**config.mk**
```make
export PLATFORM = sky130hd
export DESIGN_NAME = alu_exec_unit
export DESIGN_NICKNAME = d
export VERILOG_FILES = /design/src/rtl/alu_pkg.sv /design/src/rtl/alu_serial_shifter.sv /design/src/rtl/alu_exec_unit.sv
export SDC_FILE = /design/constraint.sdc
export NUM_CORES = 1
export LEC_CHECK = 0
export ABC_AREA = 0
export CAP_MARGIN = 0
export CELL_PAD_IN_SITES_DETAIL_PLACEMENT = 1
export CELL_PAD_IN_SITES_GLOBAL_PLACEMENT = 2
export CORE_MARGIN = 2
export CORE_UTILIZATION = 29
export DETAILED_ROUTE_END_ITERATION = 10
export HOLD_SLACK_MARGIN = 0.05
export PLACE_DENSITY = 0.79
export SYNTH_ARGS = -nofsm -noshare
export SYNTH_HDL_FRONTEND = slang
export SYNTH_SLANG_ARGS = --single-unit
```
**constraint.sdc**
```tcl
create_clock -name clk -period 8.95 [get_ports clk]
set_clock_uncertainty 0.1 [all_clocks]
set_input_delay 1.79 -clock clk [delete_from_list [all_inputs] [get_ports clk]]
set_output_delay 1.79 -clock clk [all_outputs]
set_load 0.005 [all_outputs]
```
**src/rtl/alu_pkg.sv**
```systemverilog
// alu_pkg
// Shared definitions for the integer execution unit and the control path's
// ALU decoder: datapath width, 4-bit ALU operation codes, the execution FSM
// state encoding and the single-cycle result function.
package alu_pkg;

  localparam int XLEN = 32;

  // ALU control codes (codes 12..15 are unused and execute as ADD)
  localparam logic [3:0] ALU_ADD   = 4'd0;
  localparam logic [3:0] ALU_SUB   = 4'd1;
  localparam logic [3:0] ALU_AND   = 4'd2;
  localparam logic [3:0] ALU_OR    = 4'd3;
  localparam logic [3:0] ALU_XOR   = 4'd4;
  localparam logic [3:0] ALU_SLT   = 4'd5;
  localparam logic [3:0] ALU_SLTU  = 4'd6;
  localparam logic [3:0] ALU_SLL   = 4'd7;
  localparam logic [3:0] ALU_SRL   = 4'd8;
  localparam logic [3:0] ALU_SRA   = 4'd9;
  localparam logic [3:0] ALU_LUI   = 4'd10;
  localparam logic [3:0] ALU_AUIPC = 4'd11;

  typedef enum logic [1:0] {
    IDLE  = 2'd0,
    SHIFT = 2'd1,
    DONE  = 2'd2
  } alu_state_t;

  function automatic logic is_shift_op(input logic [3:0] code);
    return (code == ALU_SLL) || (code == ALU_SRL) || (code == ALU_SRA);
  endfunction

  // Result of every operation that completes in one cycle. Shift codes
  // return op_a: they only reach this path with a zero shift amount.
  function automatic logic [XLEN-1:0] alu_single_cycle(
    input logic [3:0]      code,
    input logic [XLEN-1:0] a,
    input logic [XLEN-1:0] b
  );
    logic lt_s;
    logic lt_u;
    logic [XLEN-1:0] res;
    lt_s = $signed(a) < $signed(b);
    lt_u = a < b;
    case (code)
      ALU_SUB:  res = a - b;
      ALU_AND:  res = a & b;
      ALU_OR:   res = a | b;
      ALU_XOR:  res = a ^ b;
      ALU_SLT:  res = {{(XLEN-1){1'b0}}, lt_s};
      ALU_SLTU: res = {{(XLEN-1){1'b0}}, lt_u};
      ALU_SLL,
      ALU_SRL,
      ALU_SRA:  res = a;
      ALU_LUI:  res = b;
      default:  res = a + b;  // ADD, AUIPC and codes 12..15
    endcase
    return res;
  endfunction

endpackage

```
**src/rtl/alu_serial_shifter.sv**
```systemverilog
// alu_serial_shifter
// One-bit-per-cycle shifter driven by the alu_exec_unit FSM.
// Ports:
//   clk, rst_n   clock, synchronous active-low reset
//   load         capture data/shamt/direction for a new shift
//   step         advance one bit (ignored once the counter is 0)
//   data         value to shift (op_a)
//   shamt        shift amount, 0..31
//   right        1 = shift right, 0 = shift left
//   arith        1 = right shifts replicate bit XLEN-1
//   value        current shift register contents
//   next_value   contents after one more step
//   busy         counter is non-zero
//   last         exactly one step remains
module alu_serial_shifter
  import alu_pkg::*;
(
  input  logic            clk,
  input  logic            rst_n,
  input  logic            load,
  input  logic            step,
  input  logic [XLEN-1:0] data,
  input  logic [4:0]      shamt,
  input  logic            right,
  input  logic            arith,
  output logic [XLEN-1:0] value,
  output logic [XLEN-1:0] next_value,
  output logic            busy,
  output logic            last
);

  logic [XLEN-1:0] sh_q;
  logic [4:0]      cnt_q;
  logic            right_q;
  logic            arith_q;

  // Fill bit for right shifts: sign bit for SRA, zero for SRL.
  always_comb begin
    next_value = sh_q;
    if (right_q) begin
      next_value = {arith_q & sh_q[XLEN-1], sh_q[XLEN-1:1]};
    end else begin
      next_value = {sh_q[XLEN-2:0], 1'b0};
    end
  end

  always_ff @(posedge clk) begin
    if (!rst_n) begin
      sh_q    <= '0;
      cnt_q   <= '0;
      right_q <= 1'b0;
      arith_q <= 1'b0;
    end else if (load) begin
      sh_q    <= data;
      cnt_q   <= shamt;
      right_q <= right;
      arith_q <= arith;
    end else if (step && (cnt_q != 5'd0)) begin
      sh_q  <= next_value;
      cnt_q <= cnt_q - 5'd1;
    end
  end

  assign value = sh_q;
  assign busy  = (cnt_q != 5'd0);
  assign last  = (cnt_q == 5'd1);

endmodule

```
**src/rtl/alu_exec_unit.sv**
```systemverilog
// alu_exec_unit
// Multi-cycle integer execution unit. Single-cycle ops finish on the accept
// edge; SLL/SRL/SRA with a non-zero amount run through a serial shifter at
// one bit per cycle.
//
// Handshakes: a transfer happens on a rising edge where valid && ready are
// both high. The input side is ready only in IDLE (and out of reset); the
// output side is valid only in DONE, with result/flags held stable until the
// transfer and retained afterwards until the next completion.
//
// Ports:
//   clk, rst_n      clock, synchronous active-low reset
//   in_valid        request valid
//   in_ready        unit can accept a request
//   alu_control     4-bit ALU operation code (alu_pkg ALU_*)
//   op_a, op_b      operands; op_b[4:0] is the shift amount
//   out_valid       result valid
//   out_ready       consumer accepts the result
//   result          operation result
//   zero            result == 0
//   lt, ltu         signed / unsigned op_a < op_b of the captured operands
//   fsm_state       current FSM state (alu_state_t encoding) for observation
module alu_exec_unit
  import alu_pkg::*;
(
  input  logic            clk,
  input  logic            rst_n,
  input  logic            in_valid,
  output logic            in_ready,
  input  logic [3:0]      alu_control,
  input  logic [XLEN-1:0] op_a,
  input  logic [XLEN-1:0] op_b,
  output logic            out_valid,
  input  logic            out_ready,
  output logic [XLEN-1:0] result,
  output logic            zero,
  output logic            lt,
  output logic            ltu,
  output logic [1:0]      fsm_state
);

  alu_state_t state_q;
  alu_state_t next_state;

  logic            accept;
  logic            start_shift;
  logic            capture_single;
  logic            capture_shift;
  logic            shift_step;

  logic [XLEN-1:0] single_res;
  logic [XLEN-1:0] shift_res;
  logic            lt_in;
  logic            ltu_in;

  // Flags of the operands captured for an in-flight shift, published on DONE.
  logic            lt_cap;
  logic            ltu_cap;

  logic [XLEN-1:0] result_q;
  logic            zero_q;
  logic            lt_q;
  logic            ltu_q;

  logic [XLEN-1:0] sh_value;
  logic [XLEN-1:0] sh_next;
  logic            sh_busy;
  logic            sh_last;

  assign in_ready   = (state_q == IDLE) && rst_n;
  assign accept     = in_valid && in_ready;
  assign single_res = alu_single_cycle(alu_control, op_a, op_b);
  assign lt_in      = $signed(op_a) < $signed(op_b);
  assign ltu_in     = op_a < op_b;

  // On the final step the register has not yet taken its last shift, so the
  // published result is the one-step-ahead value.
  assign shift_res  = sh_busy ? sh_next : sh_value;

  alu_serial_shifter u_shifter (
    .clk        (clk),
    .rst_n      (rst_n),
    .load       (start_shift),
    .step       (shift_step),
    .data       (op_a),
    .shamt      (op_b[4:0]),
    .right      (alu_control != ALU_SLL),
    .arith      (alu_control == ALU_SRA),
    .value      (sh_value),
    .next_value (sh_next),
    .busy       (sh_busy),
    .last       (sh_last)
  );

  always_comb begin
    next_state     = state_q;
    start_shift    = 1'b0;
    capture_single = 1'b0;
    capture_shift  = 1'b0;
    shift_step     = 1'b0;
    case (state_q)
      IDLE: begin
        if (accept) begin
          if (is_shift_op(alu_control) && (op_b[4:0] != 5'd0)) begin
            next_state  = SHIFT;
            start_shift = 1'b1;
          end else begin
            next_state     = DONE;
            capture_single = 1'b1;
          end
        end
      end
      SHIFT: begin
        shift_step = 1'b1;
        // Leave on the edge that performs the last step (or immediately if
        // the counter is somehow already empty).
        if (sh_last || !sh_busy) begin
          next_state    = DONE;
          capture_shift = 1'b1;
        end
      end
      DONE: begin
        if (out_ready) begin
          next_state = IDLE;
        end
      end
      default: begin
        next_state = IDLE;
      end
    endcase
  end

  always_ff @(posedge clk) begin
    if (!rst_n) begin
      state_q  <= IDLE;
      result_q <= '0;
      zero_q   <= 1'b0;
      lt_q     <= 1'b0;
      ltu_q    <= 1'b0;
      lt_cap   <= 1'b0;
      ltu_cap  <= 1'b0;
    end else begin
      state_q <= next_state;
      if (start_shift) begin
        lt_cap  <= lt_in;
        ltu_cap <= ltu_in;
      end
      if (capture_single) begin
        result_q <= single_res;
        zero_q   <= (single_res == '0);
        lt_q     <= lt_in;
        ltu_q    <= ltu_in;
      end else if (capture_shift) begin
        result_q <= shift_res;
        zero_q   <= (shift_res == '0);
        lt_q     <= lt_cap;
        ltu_q    <= ltu_cap;
      end
    end
  end

  assign out_valid = (state_q == DONE);
  assign result    = result_q;
  assign zero      = zero_q;
  assign lt        = lt_q;
  assign ltu       = ltu_q;
  assign fsm_state = state_q;

endmodule
```
* After elaboration in Yosys (flattened, before gate mapping)
Cells that the tools add are included.
Word-level totals: output and inout bits 39, word-level logic and storage cells 83, bits in registers 78, input port bits 72
Operators by class: bitwise gates (word level) 4, reduce and logical (&&, ||, !) cells 17, $lt $le $gt $ge 2, equality and inequality tests 17, multiplexer cells 29, $add $sub $neg 3
Operators by type and width (count):
- $pmux 32 s8 | 1
- $mux 32 | 6
- $logic_not 32->1 | 2
- $lt 32x32->1 | 2
- $add 32x32->32 | 1
- $and 32x32->32 | 1
- $or 32x32->32 | 1
- $sub 32x32->32 | 1
- $xor 32x32->32 | 1
- $eq 4x3->1 const B | 4
- $mux 1 | 15
- $eq 4x4->1 const B | 3
- $mux 5 | 2
- $reduce_bool 5->1 | 2
- $eq 4x2->1 const B | 2
- $mux 2 | 4
- $pmux 2 s3 | 1
- $eq 5x1->1 const B | 1
- $sub 5x1->5 const B | 1
- $eq 4x1->1 const B | 1
- $logic_and 1x1->1 | 4
- $ne 2x2->1 const B | 2
- $ne 4x3->1 const B | 1
- $reduce_bool 2->1 | 2
- other kinds (9) | 11

* Depth between registers and ports, before layout
depth after elaboration 8, gate-level depth with buffers 15, gate-level depth less buffers 14

* Cells and area by module
From an unflattened synthesis, not the netlist that was laid out.
Second synthesis, totals: cell total of the unflattened synthesis 1483, area, all modules 10736.5 um^2
By module, submodules not included:
- alu_exec_unit | times used 1, sequential area each 780.7 um^2, cells an instance 1209, area an instance 8395.6 um^2
- alu_serial_shifter | times used 1, sequential area each 780.7 um^2, cells an instance 274, area an instance 2341.0 um^2

* Worst setup path before layout
No wires, ideal clock.
kind input to register, start point input port op_a[0], end point register zero_q (netlist: zero), data required time 8.781 ns, path slack 3.676 ns, data arrival time 5.105 ns, buffers on the path 0, stages on the path 14, setup time 0.069 ns, path through inv_1 > ha_1 > fa_1 > o21ba_1 > or4_1 > a21oi_2 > a211oi_1 > o31a_1 > nor4_1 > o32ai_1 > or4b_1 > nor4_1 > nand4_1 > o21ai_1
On the way: word-level cells in the longest chain between the ends 4, elaborated cells between the ends (all ways) 10, classes of those cells add/sub: 2; order compare: 2; mux: 2; bitwise: 3; reduce/logical: 1
RTL lines:
- start, declared | RTL line alu_exec_unit.sv:31 | input logic [XLEN-1:0] op_a,
- $add 32x32->32 (tied with other cells) | RTL line alu_pkg.sv:56 | default: res = a + b;
- $pmux 32 s8 * | RTL line alu_pkg.sv:45 | case (code)
- $logic_not 32->1 * | RTL line alu_exec_unit.sv:150 | zero_q <= (single_res == '0);
- $mux 1 * | RTL line alu_exec_unit.sv:148 | if (capture_single) begin
- end signal, assigned | RTL line alu_exec_unit.sv:150
- end signal, assigned | RTL line alu_exec_unit.sv:155 | zero_q <= (shift_res == '0);
- end, declared | RTL line alu_exec_unit.sv:61 | logic zero_q;
Mark *: on every way between the ends. The rest lies on a longest branch, timed or not. A chain may end at the register's enable or synchronous reset.

* Worst setup path in the final report
start point input port op_b[4], end point register zero_q (netlist: zero)
On the way: word-level cells in the longest chain between the ends 6, elaborated cells between the ends (all ways) 16, classes of those cells add/sub: 2; order compare: 2; mux: 5; bitwise: 3; reduce/logical: 4
RTL lines:
- start, declared | RTL line alu_exec_unit.sv:32 | input logic [XLEN-1:0] op_b,
- branches (longest 6 deep; another with $add 32x32->32)
Several ways; the timed one is not identified.

==> results by group <==
Setup path
  – Setup CP Type: primary input to flip-flop
  – Reg2reg start: fsm_state[1]
  – Crit path max fanout: 10
  – WP data required: 9130 ps
  – Arrival @ worst endpoint: approximately 6700 ps
  – Launch point of the critical path: op_b[4]
  – Setup crit end kind: flip-flop
  – Critical Path Source Type: primary input

Routing
  – Detail Route Antenna Nets: 0
  – # DRC: 0
  – Initial drt markers: between 1000 and 1500
  – DR vias: 11900
  – Vias per std cell: 6.22
  – Pre-antenna DRT Iters: 6
  – Wire length per cell: 25.8 um
  – Detailed Route WL: 49400 um

GRT
  – GRT busiest layer: met2
  – Largest net degree at the start of global routing: 78
  – GR Layer Usage met3: 2.61%
  – Vias in the first global route: 11900
  – Initial antenna violation count: 0
  – GRT Overall Usage: 27.0%
  – First-pass GRT wire length: 74500 um
  – Met1 Resource Use GR: 36.6%
  – Met2 usage: 42.8%
  – Grt ovf: 0

Finish
  – Share of cells above drive strength 1: 4.89%
  – Layout Nets: 1640
  – Non-Filler Instances: 1920
  – Area Growth Syn to Fin: 18.0%
  – Diode count: 0
  – Flip-flop and latch area: 0.00156 mm2
  – Fillers: about 4200
  – Multi-input gate area: 0.00767 mm2

Die
  – Row count: 67
  – Top Ports: 111
  – Initial Util: between 20% and 30%
  – Die width: 189 um
  – Core ar.: 0.0337 mm2
  – Die height: 189 um
  – Full die area: 0.0359 mm2

Yosys
  – Synth area leaders: dfxtp_1 (16%), ha_1 (12%), a21oi_1 (6.6%), nor2_1 (5.9%), o21ai_0 (4.8%)
  – Register area share after synthesis: 15.7%
  – Synth warn: 0
  – Synth area leader: dfxtp_1
  – Most common cell in the netlist: nor2_1
  – Synthesized flop and latch total: 78
  – Post-synthesis cell count: around 1400
  – Synth cell types: a little over 90
  – Number of flops mapped to enable cells by yosys: 0
  – Syn avg cell area: between 6 and 7 um2
  – Commonest cells in the netlist: nor2_1 (156), a21oi_1 (131), nand2_1 (108), ha_1 (99), inv_1 (98)
  – Syn Std Cell Area: 0.00997 mm2
  – Synth Net Count: 1598
  – Asr flop ratio synth: 0%
  – Ys flop type: dfxtp_1
  – Synth top area share: 15.7%

Power and ir drop
  – Leakage: 0.00444 uW
  – Total Power: 1380 uW
  – PwrDens: 117 mW/mm2
  – VDD IR-drop max: 0.0890 mV

CTS
  – Total CTS buffers: 9
  – CTS Sinks: a little under 80
  – Htree depth: 3
  – CTS Root Cell: clkbuf_16
  – Clk_lat worst skew: 340 ps
  – Clock Tree Buf Depth: 2
  – CTS tree: built
  – Clock-pin slew on the worst setup and hold paths: 60 ps
  – Setup Buffers After CTS: 0
  – Cts repair resizes: 0
  – Hold_buf cts: 0

STA
  – TNS Setup: 0 ps
  – Final setup fails: 0
  – Final Hold Fails: 0
  – Slew Limit Fails: 0
  – Fin Hold WS: 363 ps
  – Slew headroom: 22.4%
  – Fmax: 0.154 GHz
  – RSZ-0062 raised after global routing: no
  – Worst-Margin Slew: 1160 ps
  – Min cycle time layout: 6470 ps
  – Post-route clock period utilization: 72.3%

Placed design
  – Detail Placement HPWL: 38100 um
  – PortBufs: 110
  – Placer congestion estimate: 0.949
  – Placed cells: 1904

Min path
  – Min-delay src: lt_cap
  – Hold WC Path Type: flip-flop to flip-flop

Status
  – Status: finished clean

Flow run
  – Max Cap Viol: 0
==> worst max-delay path, stage by stage <==
cell	delay, ps
clkdlybuf4s50_1	620
inv_1	120
ha_1	430
a21o_1	210
a21oi_1	410
a2111oi_2	200
o31ai_1	740
o21ai_0	400
nor4_1	370
o32ai_1	180
or4b_1	600
nor4_1	310
nand4_1	130
o21ai_1	130
==> worst paths after layout <==
path	end	slack [ps]	cells after the start
max	zero	2480	14
max reg2reg	zero	5300	10
min reg2reg	lt_cap	360	2
min	lt_cap	360	2
==> state kept, by name (all words and copies together), names as in the netlist, 2 cells and up <==
signal and count:
u_shifter.cnt_q 5, result 32, u_shifter.value 32, fsm_state 2
==> cells by family after synthesis <==
logic type / synth area share [%]
adder cells (fa/ha/maj): 12.8
buffers and inverters: 7.82
multiplexers: 4.16
AND/OR/NAND/NOR: 22.5
flip-flops: 15.7
AO/OA/AOI/OAI: 36.8
XOR/XNOR: 0.176
==> cell usage in the layout, fill, tap and decap left out, types with 22 or more instances in the layout <==
master / synthesis / routed
mux2i_1: 38 / 38
dfxtp_1: 78 / 77
nor2_1: 156 / 156
nor3_1: 27 / 27
nand3_1: 34 / 33
o21ai_0: 96 / 96
nor4_1: 22 / 22
buf_4: 2 / 23
a21oi_1: 131 / 130
nand2_1: 108 / 108
ha_1: 99 / 99
inv_1: 98 / 98
clkdlybuf4s50_1: 0 / 110
nand4_1: 26 / 26
o211ai_1: 26 / 26
o22ai_1: 42 / 42
==> power by group <==
group | internal [uW] | total, uW | switching, uW
Clock | 225 | 383 | 158
Combinational | 218 | 620 | 402
Sequential | 362 | 376 | 14.7
Total | 805 | 1380 | 575
==> per-stage QoR <==
| stage | setup slack [ps] | area [um2] | util, % |
|---|---|---|---|
| 2_1_floorplan | 3680 | 9970 | - |
| 3_3_place_gp | 2320 | 11400 | 34.0 |
| 3_5_place_dp | 2270 | 11400 | 34.0 |
| 4_1_cts | 2610 | 11800 | 34.9 |
| 5_1_grt | 2230 | 11800 | 34.9 |
| 6_report | 2480 | 11800 | 34.9 |
==> per-layer routing <==
layer | part of all wire (%) | wire (um)
met2 | 44 | 21900
met4 | 5.3 | 2610
met3 | 5.8 | 2870
met1 | 45 | 22100
met5 | 0 | 0
==> cell type report <==
type / count / area share, %
multi-input combinational: 1143 / 65.2
clock buffer: 10 / 2.03
inverter: 102 / 3.26
tap: 448 / 4.77
timing repair buffer: 133 / 10.8
clock inverter: 6 / 0.607
sequential: 78 / 13.3
No activity file was read; power rests on OpenSTA's default activity.
